## config.mk

```make
export PLATFORM = sky130hd
export DESIGN_NAME = pixel_scanout
export DESIGN_NICKNAME = d
export VERILOG_FILES = /design/src/rtl/gpu_pkg.sv /design/src/rtl/scanout_fifo.sv /design/src/rtl/pixel_scanout.sv
export SDC_FILE = /design/constraint.sdc
export NUM_CORES = 1
export LEC_CHECK = 0
export ABC_AREA = 1
export CORE_AREA = 5 5 231 233
export CTS_CLUSTER_SIZE = 12
export DETAILED_ROUTE_END_ITERATION = 10
export DIE_AREA = 0 0 236 238
export GPL_TIMING_DRIVEN = 0
export PLACE_DENSITY_LB_ADDON = 0.25
export SYNTH_ARGS = -nofsm -noshare
export SYNTH_HDL_FRONTEND = slang
export SYNTH_HIERARCHICAL = 1
export SYNTH_SLANG_ARGS = --single-unit
```

## constraint.sdc

```tcl
create_clock -name clk -period 6.4 [get_ports clk]
set_clock_uncertainty 0.15 [all_clocks]
set_input_delay 1.28 -clock clk [delete_from_list [all_inputs] [get_ports clk]]
set_output_delay 1.28 -clock clk [all_outputs]
set_load 0.03 [all_outputs]
```

## src/rtl/gpu_pkg.sv

```systemverilog
`default_nettype none
// ============================================================================
// Module      : gpu (package)
// Description : Shared display resolution defaults, pixel type, scanout FSM
//               state encoding and framebuffer address helper.
// Revision    : 1.0 - initial release
// ============================================================================
package gpu;

    localparam int H_RESOLUTION = 320;
    localparam int V_RESOLUTION = 240;

    typedef logic [15:0] pixel_t;

    localparam logic [1:0] c_ST_IDLE  = 2'd0;
    localparam logic [1:0] c_ST_FETCH = 2'd1;
    localparam logic [1:0] c_ST_DRAIN = 2'd2;

    // Byte offset of a halfword pixel: {row, col, 0}, zero-extended to 32 bits.
    function automatic logic [31:0] pixel_offset(input logic [7:0] row,
                                                 input logic [8:0] col);
        return {14'd0, row, col, 1'b0};
    endfunction

endpackage
`default_nettype wire

```

## src/rtl/scanout_fifo.sv

```systemverilog
`default_nettype none
// ============================================================================
// Module      : scanout_fifo
// Description : Synchronous show-ahead pixel FIFO with occupancy count.
// Revision    : 1.0 - initial release
// ============================================================================
module scanout_fifo
    import gpu::*;
#(
    parameter int  DEPTH = 16,
    localparam int AW    = $clog2(DEPTH)
) (
    input  logic          clk,
    input  logic          reset,
    input  logic          i_push,
    input  pixel_t        i_push_data,
    input  logic          i_pop,
    output logic          o_empty,
    output pixel_t        o_head,
    output logic [AW:0]   o_count
);

    localparam logic [AW:0] c_FULL = (AW + 1)'(DEPTH);

    pixel_t        r_mem [DEPTH];
    logic [AW-1:0] r_wr_ptr;
    logic [AW-1:0] r_rd_ptr;
    logic [AW:0]   r_count;
    logic          w_full;
    logic          w_do_push;
    logic          w_do_pop;

    assign o_empty   = (r_count == '0);
    assign w_full    = (r_count == c_FULL);
    assign w_do_push = i_push && !w_full;
    assign w_do_pop  = i_pop && !o_empty;
    assign o_head    = r_mem[r_rd_ptr];
    assign o_count   = r_count;

    always_ff @(posedge clk or posedge reset) begin
        if (reset) begin
            r_wr_ptr <= '0;
            r_rd_ptr <= '0;
            r_count  <= '0;
        end else begin
            if (w_do_push) r_wr_ptr <= r_wr_ptr + 1'b1;
            if (w_do_pop)  r_rd_ptr <= r_rd_ptr + 1'b1;
            case ({w_do_push, w_do_pop})
                2'b10:   r_count <= r_count + 1'b1;
                2'b01:   r_count <= r_count - 1'b1;
                default: r_count <= r_count;
            endcase
        end
    end

    // Storage carries no reset; consumers only look at it while non-empty.
    always_ff @(posedge clk) begin
        if (w_do_push) r_mem[r_wr_ptr] <= i_push_data;
    end

endmodule
`default_nettype wire

```

## src/rtl/pixel_scanout.sv

```systemverilog
`default_nettype none
// ============================================================================
// Module      : pixel_scanout
// Description : Fetches one frame over Avalon-MM with credit-based flow control
//               and streams it out with start-of-frame / end-of-line tags.
// Revision    : 1.0 - initial release
// ============================================================================
module pixel_scanout
    import gpu::*;
#(
    parameter int H_RES      = H_RESOLUTION,
    parameter int V_RES      = V_RESOLUTION,
    parameter int FIFO_DEPTH = 16
) (
    input  logic        clk,
    input  logic        reset,
    input  logic        start,
    input  logic [31:0] base_addr,
    output logic        busy,
    output logic        frame_done,
    output logic [31:0] m_address,
    output logic        m_read,
    input  logic [15:0] m_readdata,
    input  logic        m_readdatavalid,
    input  logic        m_waitrequest,
    output logic [15:0] pix_data,
    output logic        pix_valid,
    input  logic        pix_ready,
    output logic        pix_sof,
    output logic        pix_eol
);

    localparam int              c_AW       = $clog2(FIFO_DEPTH);
    localparam logic [8:0]      c_COL_LAST = 9'(H_RES - 1);
    localparam logic [7:0]      c_ROW_LAST = 8'(V_RES - 1);
    localparam logic [c_AW+1:0] c_CREDITS  = (c_AW + 2)'(FIFO_DEPTH);

    logic [1:0]    r_state;
    logic [1:0]    w_state_next;
    logic [31:0]   r_base;
    logic [7:0]    r_row;
    logic [8:0]    r_col;
    logic [7:0]    r_out_row;
    logic [8:0]    r_out_col;
    logic [c_AW:0] r_outstanding;
    logic          r_last_out;

    logic [c_AW:0] w_fifo_count;
    logic          w_fifo_empty;
    pixel_t        w_fifo_head;
    logic          w_credit_ok;
    logic          w_accept;
    logic          w_resp;
    logic          w_pop;
    logic          w_last_read;
    logic          w_last_pix;
    logic          w_drained;
    logic          w_start_ok;

    // Reads in flight plus buffered pixels may never exceed the FIFO size.
    assign w_credit_ok = ({1'b0, w_fifo_count} + {1'b0, r_outstanding}) < c_CREDITS;
    assign w_accept    = m_read && !m_waitrequest;
    assign w_resp      = m_readdatavalid && (r_outstanding != '0);
    assign w_pop       = pix_valid && pix_ready;
    assign w_last_read = (r_row == c_ROW_LAST) && (r_col == c_COL_LAST);
    assign w_last_pix  = w_pop && (r_out_row == c_ROW_LAST) && (r_out_col == c_COL_LAST);
    assign w_drained   = (r_outstanding == '0) && w_fifo_empty && r_last_out;
    assign w_start_ok  = (r_state == c_ST_IDLE) && start;

    always_ff @(posedge clk or posedge reset) begin
        if (reset) r_state <= c_ST_IDLE;
        else       r_state <= w_state_next;
    end

    always_comb begin
        w_state_next = r_state;
        m_read       = 1'b0;
        frame_done   = 1'b0;
        case (r_state)
            c_ST_IDLE: begin
                if (start) w_state_next = c_ST_FETCH;
            end
            c_ST_FETCH: begin
                m_read = w_credit_ok;
                if (w_credit_ok && !m_waitrequest && w_last_read)
                    w_state_next = c_ST_DRAIN;
            end
            c_ST_DRAIN: begin
                if (w_drained) begin
                    frame_done   = 1'b1;
                    w_state_next = c_ST_IDLE;
                end
            end
            default: w_state_next = c_ST_IDLE;
        endcase
    end

    assign busy      = (r_state != c_ST_IDLE);
    assign m_address = (r_state == c_ST_FETCH) ? (r_base + pixel_offset(r_row, r_col)) : '0;

    // Fetch-side position; base is captured only when a start is accepted.
    always_ff @(posedge clk or posedge reset) begin
        if (reset) begin
            r_base <= '0;
            r_row  <= '0;
            r_col  <= '0;
        end else if (w_start_ok) begin
            r_base <= base_addr;
            r_row  <= '0;
            r_col  <= '0;
        end else if (w_accept) begin
            if (w_last_read) begin
                r_row <= '0;
                r_col <= '0;
            end else if (r_col == c_COL_LAST) begin
                r_col <= '0;
                r_row <= r_row + 1'b1;
            end else begin
                r_col <= r_col + 1'b1;
            end
        end
    end

    always_ff @(posedge clk or posedge reset) begin
        if (reset) begin
            r_outstanding <= '0;
        end else begin
            case ({w_accept, w_resp})
                2'b10:   r_outstanding <= r_outstanding + 1'b1;
                2'b01:   r_outstanding <= r_outstanding - 1'b1;
                default: r_outstanding <= r_outstanding;
            endcase
        end
    end

    // Output-side position drives the sof/eol tags and end-of-frame detection.
    always_ff @(posedge clk or posedge reset) begin
        if (reset) begin
            r_out_row  <= '0;
            r_out_col  <= '0;
            r_last_out <= 1'b0;
        end else if (w_start_ok) begin
            r_out_row  <= '0;
            r_out_col  <= '0;
            r_last_out <= 1'b0;
        end else if (frame_done) begin
            r_last_out <= 1'b0;
        end else if (w_pop) begin
            if (r_out_col == c_COL_LAST) begin
                r_out_col <= '0;
                r_out_row <= (r_out_row == c_ROW_LAST) ? '0 : r_out_row + 1'b1;
            end else begin
                r_out_col <= r_out_col + 1'b1;
            end
            if (w_last_pix) r_last_out <= 1'b1;
        end
    end

    scanout_fifo #(
        .DEPTH (FIFO_DEPTH)
    ) u_fifo (
        .clk         (clk),
        .reset       (reset),
        .i_push      (w_resp),
        .i_push_data (m_readdata),
        .i_pop       (w_pop),
        .o_empty     (w_fifo_empty),
        .o_head      (w_fifo_head),
        .o_count     (w_fifo_count)
    );

    assign pix_valid = !w_fifo_empty;
    assign pix_data  = pix_valid ? w_fifo_head : '0;
    assign pix_sof   = pix_valid && (r_out_row == '0) && (r_out_col == '0);
    assign pix_eol   = pix_valid && (r_out_col == c_COL_LAST);

endmodule
`default_nettype wire

```

; Word level (Yosys, flattened, before mapping)
; Memory sizes are Yosys's and may differ from the RTL's.
; Cells that the tools add are included.
[totals]
mem_count = 1
ram_bits = 256
input_bits = 54
output_inout_bits = 54
wordCells = 113
register_bits = 87
[mem_list]
columns = name, depth, width, rd, rd_ports_with_merged_regs, write_ports, line_no
row1 = u_fifo.r_mem, 16, 16, 1, 0, 1, scanout_fifo.sv:25  ; pixel_t r_mem [DEPTH];
[classes]
eq_ne = 15
n_mux = 34
reduce_logical = 39
magnitude_cmp = 1
addsub = 12
[op_table]
columns = cell, count
row1 = $mux 8, 9
row2 = $mux 9, 8
row3 = $add 32x18->32, 1
row4 = $mux 32, 1
row5 = $pmux 5 s2, 2
row6 = $add 9x1->9 const B, 2
row7 = $eq 9x9->1 const B, 2
row8 = $add 8x1->8 const B, 2
row9 = $eq 8x8->1 const B, 2
row10 = $logic_and 1x1->1, 16
row11 = $mux 16, 1
row12 = $reduce_bool 2->1, 6
row13 = $add 5x1->5 const B, 2
row14 = $logic_not 5->1, 2
row15 = $sub 5x1->5 const B, 2
row16 = $logic_not 9->1, 1
row17 = $mux 1, 9
row18 = $reduce_bool 3->1, 3
row19 = $add 4x1->4 const B, 2
row20 = $logic_not 8->1, 1
row21 = $add 5x5->6, 1
row22 = $eq 2x1->1 const B, 3
row23 = $eq 2x2->1 const B, 3
row24 = $lt 6x5->1 const B, 1
row25 = other kinds (10), 19

; Logic depth before layout (Yosys ltp)
[depth]
ltp_word = 9
ltp_mapped = 19
ltp_nobuf = 19

; Modules after synthesis
; Netlist, hierarchy kept.
[modules_own_cells]
columns = mod, area_each_um2, seq_area_each_um2, instances, cells_per_inst
row1 = scanout_fifo, 11589.9, 8012.7, 1, 1120
row2 = pixel_scanout, 6032.0, 1851.8, 1, 957

; Worst setup path before layout
; No wires, ideal clock.
[synth_path]
path_type = register -> output
startpoint = register r_col[0]
endpoint = output m_address[29]
stages_incl_launch_ff = 12
arrival_time_ns = 2.056
required_time_ns = 4.970
n_path_buf = 0
setup_slack_ns = 2.914
cell_sequence = dfrtp_1 > ha_1 > fa_1 > nand3_1 > nand3_1 > nand3_1 > nand3_2 > nand2_1 > nand2_1 > nand2_1 > nand2_1 > nor2_1
[synth_via]
elab_chain_cells = 2
[synth_rtl]
columns = item, line_no
row1 = from (decl), pixel_scanout.sv:42  ; logic [8:0] r_col;
row2 = from (signal assigned), pixel_scanout.sv:119  ; r_col <= r_col + 1'b1;
row3 = $add 32x18->32, pixel_scanout.sv:99  ; assign m_address = (r_state == c_ST_FETCH) ? (r_base + pixel_offset(r_row, r_col)) : '0;
row4 = $mux 32, pixel_scanout.sv:99
row5 = to (decl), pixel_scanout.sv:21  ; output logic [31:0] m_address,
; Every way passes these cells.

; Worst setup path after layout
[layout_path]
startpoint = register u_fifo.r_count[0] (netlist: u_fifo/o_count[0])
endpoint = output pix_data[5]
[layout_via]
elab_chain_cells = 2
[layout_rtl]
columns = item, line_no
row1 = from (decl), scanout_fifo.sv:28  ; logic [AW:0] r_count;
row2 = from (signal assigned), scanout_fifo.sv:49  ; 2'b10: r_count <= r_count + 1'b1;
row3 = from (signal assigned), scanout_fifo.sv:50  ; 2'b01: r_count <= r_count - 1'b1;
row4 = from (signal assigned), scanout_fifo.sv:51  ; default: r_count <= r_count;
row5 = $logic_not 5->1, scanout_fifo.sv:33  ; assign o_empty = (r_count == '0);
row6 = via w_fifo_empty, pixel_scanout.sv:49  ; logic w_fifo_empty;
row7 = $mux 16, pixel_scanout.sv:173  ; assign pix_data = pix_valid ? w_fifo_head : '0;
row8 = to (decl), pixel_scanout.sv:26  ; output logic [15:0] pix_data,
; The timed path passes the listed nets, and every way through them passes these cells.

==> results.py <==
metrics = {
    "synth": {
        "synth_area_per_cell_um2": 8.48,
        "syn-num-nets": 2174,
        "ys_ff_latch": 343,
        "synth_top_area_cell": "edfxtp_1",
        "synth_cell_types": 41,
        "synth_area_leaders": "edfxtp_1 (44%), nand2_1 (17%), dfrtp_1 (12%)",
        "syn_area_um2": 17600,
        "synth_cells": 2077,
        "synth-seq-area-share_pct": 56.0,
        "ys_warn_count": 6,
        "synth_top_area_share_pct": 43.6,
    },
    "worst_setup_path": {
        "critPathSlowestCell": "clkbuf_1",
        "worstSetupPathType": "flip-flop to output port",
        "cp.depth": 7,
        "reg2reg_depth": 15,
        "critPathMaxStageDelay_ns": 0.76,
        "cp_cell_sequence": "nor2_1 -> nand4_1 -> inv_1 -> clkbuf_1 -> clkbuf_1 -> nor2_1 -> clkdlybuf4s50_1",
        "cp.buffers_inverters": 4,
        "endpoint_kind": "output port",
        "cp-start-kind": "flip-flop",
        "crit_family": "buffers and inverters",
        "crit_path_max_fanout": 10,
        "worstPathArrival_ns": 3.66,
        "cp.required_ns": 4.97,
    },
    "floorplan": {
        "rows": 83,
        "ioPinCount": 108,
        "die_y_um": 238,
        "start_util_pct": 34.6,
        "die_w_um": 236,
        "coreArea_um2": 51000,
        "die-area_um2": 56200,
    },
    "sta": {
        "rsz0062_at_grt": "false",
        "finalCritPeriodShare_pct": 79.5,
        "slew_headroom_pct": 33.0,
        "setup_violations": 0,
        "slew_violations": 0,
        "finalHoldViolations": 0,
        "worst_pin_slew_ns": 1.00,
        "fmax_mhz": 197,
        "period_needed_ns": 5.09,
        "totalNegativeSetupSlack_ns": 0,
    },
    "worst_hold_path": {
        "hold_depth": 2,
        "hold_path_class": "flip-flop to flip-flop",
    },
    "drt": {
        "routedWlPerCell_um": 17.3,
        "via_per_inst": 4.72,
        "postRouteAntennaNets": 0,
        "drt_iter0_markers": 1067,
        "vias": 13900,
        "routed_wl_um": 50900,
        "drcViolationCount": 0,
        "dr.pass1.iters": 6,
    },
    "clocking": {
        "numCtsBuffers": 41,
        "post_cts_resized": 0,
        "htree_levels": 2,
        "postCtsSetupRepairBufs": 0,
        "cts_tree": "built",
        "clkLatencyLatePin_ns": 0.58,
        "root_buffer": "clkbuf_16",
        "cts.sinks": 343,
        "clkTransAtPathRegs_ns": 0.06,
        "clk_path_buf_depth": 3,
        "cts_hold_buf": 0,
    },
    "placed_design": {
        "dp_hpwl_um": 36100,
        "placed_cell_area_um2": 19700,
        "place.gp.congestion": 0.925,
        "io_buffers": 107,
    },
    "global_routing": {
        "grt_pass1_wl_um": 77800,
        "track_usage_pct": 17.7,
        "grt_pass1_vias": 13500,
        "antenna_found_initial": 1,
        "grt_remaining_overflow": 0,
        "grt_max_degree": 54,
    },
    "cells_and_area": {
        "drive_above_1_share_pct": 7.69,
        "n_fill_cell": 5088,
        "area_growth_pct": 18.8,
        "n_antenna_cell": 0,
        "stdcell_area_um2": 20900,
        "final_net_count": 2331,
    },
    "run": {
        "cap_violations": 0,
    },
    "power_and_ir_drop": {
        "ir_drop_mv": 0.481,
        "leakagePower_nw": 9.57,
        "power_density_nw_per_um2": 371,
    },
    "outcome": {
        "status": "finished clean",
    },
}
[flip-flops by register name (all words and copies together) (netlist names)]
register	count
u_fifo/r_mem	256
r_row	8
r_outstanding	5
r_base	32
u_fifo/r_rd_ptr	4
r_state	2
r_last_out	1
u_fifo/r_wr_ptr	4
u_fifo/o_count	5
r_out_col	9
r_col	9
r_out_row	8
[cells in the final DEF (no fill, tap or decap), types with 14 or more instances in the layout]
cell               n
nor2_2            25
clkdlybuf4s50_1  107
ha_1              40
dfrtp_1           87
nand3_1          159
nand2_1          775
buf_4             15
edfxtp_1         256
o21ai_0           41
inv_1            263
clkbuf_16         41
buf_2             29
nor3_1            14
nand4_1           23
clkbuf_1          25
nor2_1           215
a21oi_1           32
[per-layer routing]
layer  GRT usage [%]  vias up  wire length [um]  share of wire, %
li1                -     6918                 -                 -
met1            22.3     6465             21500                42
met2            30.3      405             24300                48
met3            3.44      107              2900               5.7
met4            7.27        0              2220               4.4
met5               0        -                 0                 0
[synthesized netlist by cell type, drive strengths merged]
master	number
nor3	18
nand3	164
fa	3
nand4	25
inv	274
o21ai	49
nor3b	1
or2	3
a21oi	33
buf	53
ha	40
dfrtp	87
clkbuf	11
xnor2	9
edfxtp	256
o22ai	2
a31oi	2
xor2	9
and3	2
nor4	2
nor2	242
clkinv	1
o21bai	6
nand2	785
[worst paths after layout]
check	start	end	slack, ns
setup / recovery	u_fifo/o_count[0]	pix_data[5]	1.31
hold / removal	r_base[17]	r_base[17]	0.34
setup reg to reg	u_fifo/o_count[0]	u_fifo/o_count[4]	3.32
hold reg to reg	r_base[17]	r_base[17]	0.34
max in group asynchronous	reset	r_base[30]	4.60
min in group asynchronous	reset	r_outstanding[2]	0.90
[per-stage QoR]
step	total power, mW	std cells	hold slack (ns)	utilization (%)	setup slack (ns)
floorplan	4.57	2077	0.305	-	2.91
global placement	5.56	2864	0.325	38.3	1.56
detailed placement	5.62	2871	0.329	38.6	1.89
CTS	7.84	2942	0.346	41.1	1.25
global route	8.24	2942	0.357	41.1	1.17
finish	7.76	2942	0.342	41.1	1.31
[where the power goes]
| group | total [mW] | leakage, nW | internal, mW | switching (mW) |
|---|---|---|---|---|
| clock network | 2.19 | 0.605 | 1.25 | 0.946 |
| registers | 2.76 | 3.34 | 2.63 | 0.123 |
| logic | 2.81 | 5.62 | 0.902 | 1.91 |
[area by class of cell]
cell class                 instances  area, um2  share of cell area [%]
multi-input combinational       1395       6390                    30.5
clock inverter                    15        150                   0.717
clock buffer                      56       1090                    5.22
tap                              680        851                    4.06
buffer                            64        370                    1.77
sequential                       343       9860                    47.1
timing repair buffer             114       1180                    5.66
inverter                         275       1040                    4.95
[worst register-to-register path, stage by stage (launching register included)]
cell	delay, ns
dfrtp_1	0.43
nor2_1	0.17
nand4_1	0.26
inv_1	0.16
inv_1	0.10
nand2_1	0.16
inv_1	0.12
nand2_1	0.21
inv_1	0.12
ha_1	0.26
ha_1	0.32
or2_2	0.29
nand3_1	0.08
nand2_1	0.05
nand2_1	0.05
nand2_1	0.04
[cells by family (layout without fill, tap and decap cells)]
logic type,after synthesis,in the layout,share of synthesized area [%]
buffers and inverters,339,524,7.97
AOI/OAI and AO/OA,92,92,2.75
adders and majority gates,43,43,3.18
xor gates and xnor gates,18,18,0.895
DFF,343,343,56.0
and+or+nand+nor,1242,1242,29.2
(Power assumes the default switching activity.)
